[config.mk]
export PLATFORM = sky130hd
export DESIGN_NAME = load_store_unit
export DESIGN_NICKNAME = d
export VERILOG_FILES = /design/src/rtl/lsu_pkg.sv /design/src/rtl/lsu_lane_align.sv /design/src/rtl/load_store_unit.sv
export SDC_FILE = /design/constraint.sdc
export NUM_CORES = 1
export LEC_CHECK = 0
export BUFFER_PORTS_ARGS = -buffer_cell sky130_fd_sc_hd__buf_2
export CAP_MARGIN = 5
export CORE_MARGIN = 4
export CORE_UTILIZATION = 40
export DETAILED_ROUTE_END_ITERATION = 6
export HOLD_SLACK_MARGIN = 0.08
export PLACE_DENSITY = 0.65
export SKIP_LAST_GASP = 1
export SLEW_MARGIN = 30
export SYNTH_ARGS = -nofsm -noshare
export SYNTH_HDL_FRONTEND = slang
export SYNTH_HIERARCHICAL = 1
export SYNTH_SLANG_ARGS = --single-unit
export TNS_END_PERCENT = 50
[constraint.sdc]
create_clock -name clk -period 2.1 [get_ports clk]
set_clock_uncertainty 0.05 [all_clocks]
set_input_delay 0.315 -clock clk [delete_from_list [all_inputs] [get_ports clk]]
set_output_delay 0.315 -clock clk [all_outputs]
set_load 0.01 [all_outputs]
[src/rtl/lsu_pkg.sv]
// Shared encodings for the load/store unit: access size codes, FSM state
// encoding and the alignment rule.
package lsu_pkg;

  localparam logic [1:0] SIZE_BYTE = 2'b00;
  localparam logic [1:0] SIZE_HALF = 2'b01;
  localparam logic [1:0] SIZE_WORD = 2'b10;

  typedef enum logic [1:0] {
    ST_IDLE     = 2'd0,
    ST_LOAD     = 2'd1,
    ST_RMW_READ = 2'd2,
    ST_WRITE    = 2'd3
  } lsu_state_t;

  // Size 2'b11 is not a legal access and is always rejected.
  function automatic logic is_misaligned(input logic [1:0] size, input logic [1:0] offset);
    logic bad;
    case (size)
      SIZE_BYTE: bad = 1'b0;
      SIZE_HALF: bad = offset[0];
      SIZE_WORD: bad = (offset != 2'b00);
      default:   bad = 1'b1;
    endcase
    return bad;
  endfunction

endpackage

[src/rtl/lsu_lane_align.sv]
// Byte/halfword lane handling over a 32-bit word: load-side extract with
// sign/zero extension, and store-side merge into an existing word.
module lsu_lane_align
  import lsu_pkg::*;
(
  input  logic [31:0] rd_word,
  input  logic [1:0]  offset,
  input  logic [1:0]  size,
  input  logic        is_unsigned,
  input  logic [31:0] old_word,
  input  logic [31:0] new_data,
  output logic [31:0] load_data,
  output logic [31:0] merged_word
);

  logic [7:0]  byte_sel;
  logic [15:0] half_sel;

  always_comb begin
    byte_sel = rd_word[7:0];
    case (offset)
      2'd0: byte_sel = rd_word[7:0];
      2'd1: byte_sel = rd_word[15:8];
      2'd2: byte_sel = rd_word[23:16];
      2'd3: byte_sel = rd_word[31:24];
      default: byte_sel = rd_word[7:0];
    endcase
    half_sel = offset[1] ? rd_word[31:16] : rd_word[15:0];

    load_data = 32'h0;
    case (size)
      SIZE_BYTE: load_data = is_unsigned ? {24'h0, byte_sel} : {{24{byte_sel[7]}}, byte_sel};
      SIZE_HALF: load_data = is_unsigned ? {16'h0, half_sel} : {{16{half_sel[15]}}, half_sel};
      SIZE_WORD: load_data = rd_word;
      default:   load_data = 32'h0;
    endcase
  end

  // Only the addressed lane is replaced; the rest of the old word survives.
  always_comb begin
    merged_word = old_word;
    case (size)
      SIZE_BYTE: begin
        case (offset)
          2'd0: merged_word[7:0]   = new_data[7:0];
          2'd1: merged_word[15:8]  = new_data[7:0];
          2'd2: merged_word[23:16] = new_data[7:0];
          2'd3: merged_word[31:24] = new_data[7:0];
          default: merged_word = old_word;
        endcase
      end
      SIZE_HALF: begin
        if (offset[1]) merged_word[31:16] = new_data[15:0];
        else           merged_word[15:0]  = new_data[15:0];
      end
      SIZE_WORD: merged_word = new_data;
      default:   merged_word = old_word;
    endcase
  end

endmodule

[src/rtl/load_store_unit.sv]
// Load/store initiator for a word-only data memory; byte/half stores are done
// as read-modify-write, loads are lane-extracted and extended.
//
// state       | meaning
// ST_IDLE     | ready for a request; misaligned requests answered from here
// ST_LOAD     | mem_read high, result captured at end of cycle
// ST_RMW_READ | mem_read high, merged word captured at end of cycle
// ST_WRITE    | mem_write high with mem_write_data, then respond
module load_store_unit
  import lsu_pkg::*;
#(
  parameter int ADDR_W = 32,
  parameter int DATA_W = 32
) (
  input  logic              clk,
  input  logic              res,
  input  logic              req_valid,
  output logic              req_ready,
  input  logic              req_store,
  input  logic [1:0]        req_size,
  input  logic              req_unsigned,
  input  logic [ADDR_W-1:0] req_address,
  input  logic [DATA_W-1:0] req_wdata,
  output logic              resp_valid,
  output logic [DATA_W-1:0] resp_rdata,
  output logic              resp_misaligned,
  output logic              mem_read,
  output logic              mem_write,
  output logic [ADDR_W-1:0] mem_address,
  output logic [DATA_W-1:0] mem_write_data,
  input  logic [DATA_W-1:0] mem_read_data
);

  lsu_state_t        state;
  logic [1:0]        size_q;
  logic [1:0]        offset_q;
  logic              unsigned_q;
  logic [DATA_W-1:0] wdata_q;
  logic [31:0]       load_data;
  logic [31:0]       merged_word;

  // Strobes come straight from the state register so a reset kills them at once.
  assign req_ready = (state == ST_IDLE);
  assign mem_read  = (state == ST_LOAD) || (state == ST_RMW_READ);
  assign mem_write = (state == ST_WRITE);

  lsu_lane_align u_lane_align (
    .rd_word     (mem_read_data),
    .offset      (offset_q),
    .size        (size_q),
    .is_unsigned (unsigned_q),
    .old_word    (mem_read_data),
    .new_data    (wdata_q),
    .load_data   (load_data),
    .merged_word (merged_word)
  );

  always_ff @(posedge clk or negedge res) begin
    if (!res) begin
      state           <= ST_IDLE;
      resp_valid      <= 1'b0;
      resp_misaligned <= 1'b0;
      resp_rdata      <= '0;
      mem_address     <= '0;
      mem_write_data  <= '0;
      size_q          <= 2'b00;
      offset_q        <= 2'b00;
      unsigned_q      <= 1'b0;
      wdata_q         <= '0;
    end else begin
      resp_valid      <= 1'b0;
      resp_misaligned <= 1'b0;
      case (state)
        ST_IDLE: begin
          if (req_valid) begin
            size_q      <= req_size;
            offset_q    <= req_address[1:0];
            unsigned_q  <= req_unsigned;
            wdata_q     <= req_wdata;
            mem_address <= {req_address[ADDR_W-1:2], 2'b00};
            if (is_misaligned(req_size, req_address[1:0])) begin
              resp_valid      <= 1'b1;
              resp_misaligned <= 1'b1;
              resp_rdata      <= '0;
            end else if (!req_store) begin
              state <= ST_LOAD;
            end else if (req_size == SIZE_WORD) begin
              mem_write_data <= req_wdata;
              state          <= ST_WRITE;
            end else begin
              state <= ST_RMW_READ;
            end
          end
        end
        ST_LOAD: begin
          resp_rdata <= load_data;
          resp_valid <= 1'b1;
          state      <= ST_IDLE;
        end
        ST_RMW_READ: begin
          mem_write_data <= merged_word;
          state          <= ST_WRITE;
        end
        ST_WRITE: begin
          resp_rdata <= '0;
          resp_valid <= 1'b1;
          state      <= ST_IDLE;
        end
        default: state <= ST_IDLE;
      endcase
    end
  end

endmodule

# After elaboration in Yosys (flattened, before gate mapping)
# Cells that the tools add are included.
[word_totals]
reg_bits = 135
latch_bits = 0
mem_bits_rw = 0
mem_bits_ro = 0
inputBits = 103
out_inout_bits = 101
wordCells = 70
n_memories = 0
[classes]
add_sub_neg = 0
mul = 0
div_mod_pow = 0
n_lt_le_gt_ge = 0
eq_ne = 15
shift = 0
muxes = 32
n_bitwise = 0
n_reduce_logical = 13
[op_table]
columns = ["cell", "n"]
rows = [
  ["32-bit case mux with 3 select lines", 3],
  ["32-bit 2-to-1 mux", 8],
  ["32-bit case mux with 2 select lines", 1],
  ["16-bit 2-to-1 mux", 3],
  ["8-bit 2-to-1 mux", 4],
  ["8-bit case mux with 4 select lines", 1],
  ["2-bit == test, second input constant", 6],
  ["2-bit by 1-bit == test with 1-bit output, second input constant", 4],
  ["2-bit zero test", 4],
  ["1-bit 2-to-1 mux", 6],
  ["2-bit 2-to-1 mux", 3],
  ["2-bit by 1-bit inequality test with 1-bit output, second input constant", 3],
  ["2-bit case mux with 3 select lines", 1],
  ["5-bit AND reduction", 1],
  ["2-bit inequality test, second input constant", 2],
  ["2-bit AND reduction", 2],
  ["2-bit nonzero test", 2],
  ["1-bit case mux with 3 select lines", 1],
  ["3-bit AND reduction", 1],
  ["3-bit nonzero test", 1],
  ["1-bit case mux with 2 select lines", 1],
  ["2-bit OR reduction", 1],
  ["1-bit logical OR", 1],
]

# Logic depth before layout (Yosys ltp)
[logic_depth]
ltp_word = 7
ltp_mapped = 8
depth_no_buf = 5

# Cells and area by module
# Netlist, hierarchy kept.
[by_module_without_submodules]
columns = ["mod", "n_inst", "cells_each", "area_each_um2", "seq_area_each_um2"]
rows = [
  ["load_store_unit", 1, 427, 5709.2, 3378.2],
  ["lsu_lane_align", 1, 337, 2249.7, 0.0],
]

# Least setup slack after synthesis
# OpenSTA, ideal clock, no wires.
[synth_timing]
path_type = "reg-to-reg"
from = "register state[0]"
to = "register mem_write_data[0]"
setup_ns = 0.125
t_arrival_ns = 1.921
required_ns = 1.925
slack_ns = 0.005
stages_incl_launch_ff = 7
path_buffers = 1
period_less_slack_ns = 2.095
cell_sequence = "dfrtp_1 -> inv_1 -> ha_1 -> nand2_1 -> o31ai_4 -> buf_6 -> mux2_2"
[synth_via]
elab_chain_cells = 3
word_cells_on_any_way = 9
classes_between = "eq/ne (5); mux (1); reduce/logical (3)"
[synth_rtl]
columns = ["element", "line", "text"]
rows = [
  ["start: declaration", "load_store_unit.sv:34", "lsu_state_t state;"],
  ["start signal: assignment", "load_store_unit.sv:60", "state <= ST_IDLE;"],
  ["start signal: assignment", "load_store_unit.sv:86", "state <= ST_LOAD;"],
  ["start signal: assignment", "load_store_unit.sv:89", "state <= ST_WRITE;"],
  ["2-bit zero test (*)", "n/a", ""],
  ["net req_ready", "load_store_unit.sv:18", "output logic req_ready,"],
  ["2-bit by 1-bit inequality test with 1-bit output (no source line) (tied with other cells)", "n/a", ""],
  ["5-bit AND reduction (no source line)", "n/a", ""],
  ["end signal: assignment", "load_store_unit.sv:88", "mem_write_data <= req_wdata;"],
  ["end signal: assignment", "load_store_unit.sv:101", "mem_write_data <= merged_word;"],
  ["end: declaration", "load_store_unit.sv:30", "output logic [DATA_W-1:0] mem_write_data,"],
]
# The timed path passes the listed nets; every way through them passes the cells marked *.
# A chain may end at the register's enable or synchronous reset.

# Worst setup path after layout
[layout_timing]
from = "register offset_q[1]"
to = "register mem_write_data[15]"
[layout_via]
elab_chain_cells = 4
word_cells_on_any_way = 5
classes_between = "eq/ne (1); mux (4)"
[layout_rtl]
columns = ["element", "line", "text"]
rows = [
  ["start: declaration", "load_store_unit.sv:36", "logic [1:0] offset_q;"],
  ["start signal: assignment", "load_store_unit.sv:77", "offset_q <= req_address[1:0];"],
  ["2-bit by 1-bit == test with 1-bit output", "lsu_lane_align.sv:44", "case (offset)"],
  ["8-bit 2-to-1 mux", "lsu_lane_align.sv:44", ""],
  ["32-bit case mux with 3 select lines (*)", "lsu_lane_align.sv:42", "case (size)"],
  ["net merged_word[15]", "load_store_unit.sv:40", "logic [31:0] merged_word;"],
  ["32-bit case mux with 2 select lines (*)", "load_store_unit.sv:73", "case (state)"],
]
# Marked as above.

==> flow_results.xml <==
<?xml version="1.0" encoding="UTF-8"?>
<metrics>
  <group name="floorplanning">
    <metric name="io_pins" unit="">204</metric>
    <metric name="die_w" unit="um">149</metric>
    <metric name="die_h" unit="um">149</metric>
    <metric name="start_util" unit="%">40.8</metric>
    <metric name="floorplan.rows" unit="">51</metric>
    <metric name="core_region_area" unit="mm^2">0.0195</metric>
    <metric name="dieArea" unit="mm^2">0.0222</metric>
  </group>
  <group name="worst_setup_path">
    <metric name="worst-endpoint-required" unit="ns">2.36</metric>
    <metric name="crit_fanout" unit="">8</metric>
    <metric name="rrSetupSlack" unit="ns">0.01</metric>
    <metric name="worstRegToRegCells" unit="">6</metric>
    <metric name="critical_path_class" unit="">flop to flop</metric>
    <metric name="worst_r2r_start" unit="">offset_q[1]</metric>
    <metric name="r2r_end" unit="">mem_write_data[15]</metric>
    <metric name="type_of_destination_of_the_critical_path" unit="">flop</metric>
    <metric name="critPathArrivalTime" unit="ns">2.35</metric>
    <metric name="start_kind" unit="">flop</metric>
  </group>
  <group name="power_and_ir_drop">
    <metric name="p_comb_share" unit="%">52.4</metric>
    <metric name="vdd.ir_drop.worst" unit="mV">0.800</metric>
    <metric name="leakagePower" unit="nW">4.84</metric>
    <metric name="report.power.total" unit="mW">17.0</metric>
    <metric name="switching_share" unit="%">40.2</metric>
    <metric name="power_frac_clock" unit="%">19.0</metric>
    <metric name="netSwitchingPower" unit="mW">6.82</metric>
    <metric name="pwr_density_cell" unit="mW/mm^2">1610</metric>
    <metric name="p_seq_share" unit="%">28.6</metric>
    <metric name="internal-power" unit="mW">10.1</metric>
  </group>
  <group name="detailed_routing">
    <metric name="postRouteWirelength" unit="mm">24.9</metric>
    <metric name="drc_errors" unit="">0</metric>
    <metric name="vias" unit="">7028</metric>
    <metric name="drt-pass1-iter-count" unit="">5</metric>
    <metric name="routedWlPerCell" unit="um">19.3</metric>
    <metric name="viasPerCell" unit="">5.47</metric>
    <metric name="drt-initial-drc-count" unit="">502</metric>
    <metric name="postRouteAntennaNets" unit="">0</metric>
  </group>
  <group name="cts">
    <metric name="worst_skew_pair.late_latency" unit="ns">0.43</metric>
    <metric name="cts_tree" unit="">yes</metric>
    <metric name="htree_num_levels" unit="">4</metric>
    <metric name="clock_sink_count" unit="">135</metric>
    <metric name="cts-root-to-sink-buffers" unit="">2</metric>
    <metric name="path_clk_slew" unit="ns">0.06</metric>
    <metric name="cts_root_buffer" unit="">sky130_fd_sc_hd__clkbuf_16</metric>
    <metric name="numCtsBuffers" unit="">17</metric>
  </group>
  <group name="logic_synthesis">
    <metric name="ys_top_cells_by_count" unit="">sky130_fd_sc_hd__mux2_2, sky130_fd_sc_hd__dfrtp_1, sky130_fd_sc_hd__nand2_1</metric>
    <metric name="synth_area_leader_cell" unit="">sky130_fd_sc_hd__dfrtp_1</metric>
    <metric name="synth-adder-area-share" unit="%">0.786</metric>
    <metric name="synth_simple_gate_area_share" unit="%">13.7</metric>
    <metric name="synth-seq-cells" unit="">135</metric>
    <metric name="fraction_of_synthesized_cell_area_in_xor_and_xnor_cells" unit="%">0</metric>
    <metric name="sequential_share_of_the_synthesized_area" unit="%">42.4</metric>
    <metric name="synth-edff-count" unit="">0</metric>
    <metric name="yosysWarningCount" unit="">6</metric>
    <metric name="yosys_most_used_dff" unit="">sky130_fd_sc_hd__dfrtp_1</metric>
    <metric name="synth_top_area_share" unit="%">42.4</metric>
    <metric name="synth.lib_cells_used.distinct" unit="">52</metric>
    <metric name="yosys-top-cells-area" unit="">sky130_fd_sc_hd__dfrtp_1, sky130_fd_sc_hd__mux2_2, sky130_fd_sc_hd__nand2_1</metric>
    <metric name="synthesis.area_per_instance" unit="um^2">10.4</metric>
    <metric name="synth_async_sr_flop_share" unit="%">100</metric>
    <metric name="synth_most_common_cell" unit="">sky130_fd_sc_hd__mux2_2</metric>
    <metric name="netlist_instances" unit="">764</metric>
    <metric name="synth_mux_area_share" unit="%">23.2</metric>
    <metric name="synthesis.area" unit="mm^2">0.00796</metric>
    <metric name="synth_compound_area_share" unit="%">15.2</metric>
    <metric name="synth_top_family_by_area" unit="">multiplexers</metric>
  </group>
  <group name="placement">
    <metric name="placed_cell_area" unit="mm^2">0.00935</metric>
    <metric name="port_buffers" unit="">201</metric>
    <metric name="post_dp_hpwl" unit="mm">17.4</metric>
    <metric name="gpl.final_weighted_congestion" unit="">0.872</metric>
  </group>
  <group name="hold_path">
    <metric name="worst_hold_path.endpoint" unit="">wdata_q[18]</metric>
    <metric name="hp-class" unit="">primary input to flop</metric>
    <metric name="timing.hold.worst.start" unit="">req_wdata[18]</metric>
    <metric name="min_delay_path_depth" unit="">2</metric>
  </group>
  <group name="sta">
    <metric name="totalNegativeSetupSlack" unit="ns">0</metric>
    <metric name="maxClockFrequency" unit="MHz">479</metric>
    <metric name="hold-worst-slack" unit="ns">0.0930</metric>
    <metric name="fin_crit_sh" unit="%">99.4</metric>
    <metric name="timing.slew.headroom" unit="%">52.6</metric>
    <metric name="post-route-min-period" unit="ns">2.09</metric>
    <metric name="grt_setup_unrepaired" unit="">yes</metric>
    <metric name="hold_viol" unit="">0</metric>
    <metric name="final_slew_violations" unit="">0</metric>
    <metric name="finalSetupViolCount" unit="">0</metric>
    <metric name="worstMarginPinSlew" unit="ns">0.708</metric>
  </group>
  <group name="global_route">
    <metric name="antenna_found_initial" unit="">2</metric>
    <metric name="grt_first_pass_wirelength" unit="mm">38.3</metric>
    <metric name="overflow" unit="">0</metric>
    <metric name="first_global_vias" unit="">6994</metric>
    <metric name="global_route.usage.total" unit="%">21.8</metric>
    <metric name="pin_count_of_the_biggest_net_entering_global_routing" unit="">60</metric>
  </group>
  <group name="final_layout">
    <metric name="layout-area-overhead-vs-synth" unit="%">32.6</metric>
    <metric name="nNetsFinal" unit="">1114</metric>
    <metric name="share_of_post_route_cells_with_drive_strength_above_1" unit="%">44.0</metric>
    <metric name="fin_area" unit="mm^2">0.0106</metric>
  </group>
  <group name="flow_run">
    <metric name="timing.max_cap.violations" unit="">0</metric>
  </group>
  <group name="outcome">
    <metric name="run_status" unit="">completed</metric>
  </group>
</metrics>
flip-flops by register name, indices dropped and copies added, names as in the netlist:
name             flops
offset_q             2
resp_misaligned      1
resp_rdata          32
mem_address         30
resp_valid           1
unsigned_q           1
size_q               2
wdata_q             32
state                2
mem_write_data      32
stage by stage:
stage | setup slack (ns) | instances | utilization (%)
after floorplan | 0.00464 | 765 | -
after global placement | 0.0340 | 1198 | 47.9
after detailed placement | 0.0380 | 1198 | 47.9
after CTS | 0.0461 | 1273 | 53.3
after global routing | -0.00958 | 1286 | 54.0
final | 0.0136 | 1286 | 54.0
logic make-up after synthesis:
family / after synthesis
AO/OA/AOI/OAI: 165
buffers and inverters: 77
AND/OR/NAND/NOR: 215
multiplexers: 166
flip-flops: 135
other: 1
adder cells (fa/ha/maj): 5
power by group through the flow:
stage	Clock [mW]	Sequential [mW]	Combinational [mW]
detailed placement	0	4.91	8.46
finish	3.22	4.85	8.89
global placement	0	4.89	8.35
global route	3.41	5.02	9.67
floorplan	0	5.00	5.52
CTS	3.28	4.86	8.56
metal layers:
| metal | up-vias | global-route usage [%] | wire [um] |
|---|---|---|---|
| met5 | - | 0 | 0 |
| met4 | 0 | 6.86 | 563 |
| met3 | 47 | 4.62 | 1760 |
| met2 | 304 | 34.9 | 11900 |
| met1 | 3393 | 29.8 | 10700 |
| li1 | 3284 | - | - |
timing repair:
action,4_1_cts,5_1_grt
hold buffers,43,0
gates resized for setup,1,8
pin swaps,0,1
endpoints found under the hold margin,86,0
setup buffers,0,9
gates cloned,0,2
setup endpoints to repair,1,49
layout make-up:
type | count | area (um^2)
Clock inverter | 15 | 209
Sequential cell | 135 | 3380
Timing Repair Buffer | 292 | 1930
Antenna cell | 2 | 5.00
Multi-Input combinational cell | 553 | 4250
Fill cell | 1763 | 8970
Clock buffer | 17 | 425
Tap cell | 265 | 332
Inverter | 7 | 26.3
worst max-delay path, cell delays in order (launching register included):
cell	delay, ns
sky130_fd_sc_hd__dfrtp_2	0.44
sky130_fd_sc_hd__clkbuf_2	0.22
sky130_fd_sc_hd__nor2_1	0.19
sky130_fd_sc_hd__a22o_1	0.22
sky130_fd_sc_hd__a221o_1	0.34
sky130_fd_sc_hd__mux2_2	0.26
sky130_fd_sc_hd__mux2_2	0.26
cells in the final DEF (no fill, tap or decap), drive strengths merged, types with 3 or more instances in the layout:
cell	count
nand3	7
mux2i	18
and3b	8
nand2b	16
dlygate4sd3	43
a22oi	25
a2111oi	3
inv	15
o221a	8
o21ai	23
mux2	148
o311ai	8
a21oi	16
a21boi	8
nor3	8
o31a	9
nor2b	19
bufinv	3
buf	247
nand2	117
clkbuf	19
dfrtp	135
o2bb2ai	7
a22o	8
or4bb	8
clkinvlp	3
and3	9
o22ai	32
a221o	8
nor2	12
ha	5
how the worst max path moves through the flow:
stage,to,slack [ns],from,depth (start not counted)
floorplan,mem_write_data[0],0.005,state[0],6
global route,mem_write_data[12],-0.01,offset_q[1],7
finish,mem_write_data[15],0.01,offset_q[1],6
detailed placement,mem_write_data[30],0.04,offset_q[1],6
CTS,mem_write_data[29],0.05,offset_q[1],6
global placement,mem_write_data[30],0.03,offset_q[1],6
Power figures use the tool's default switching activity.
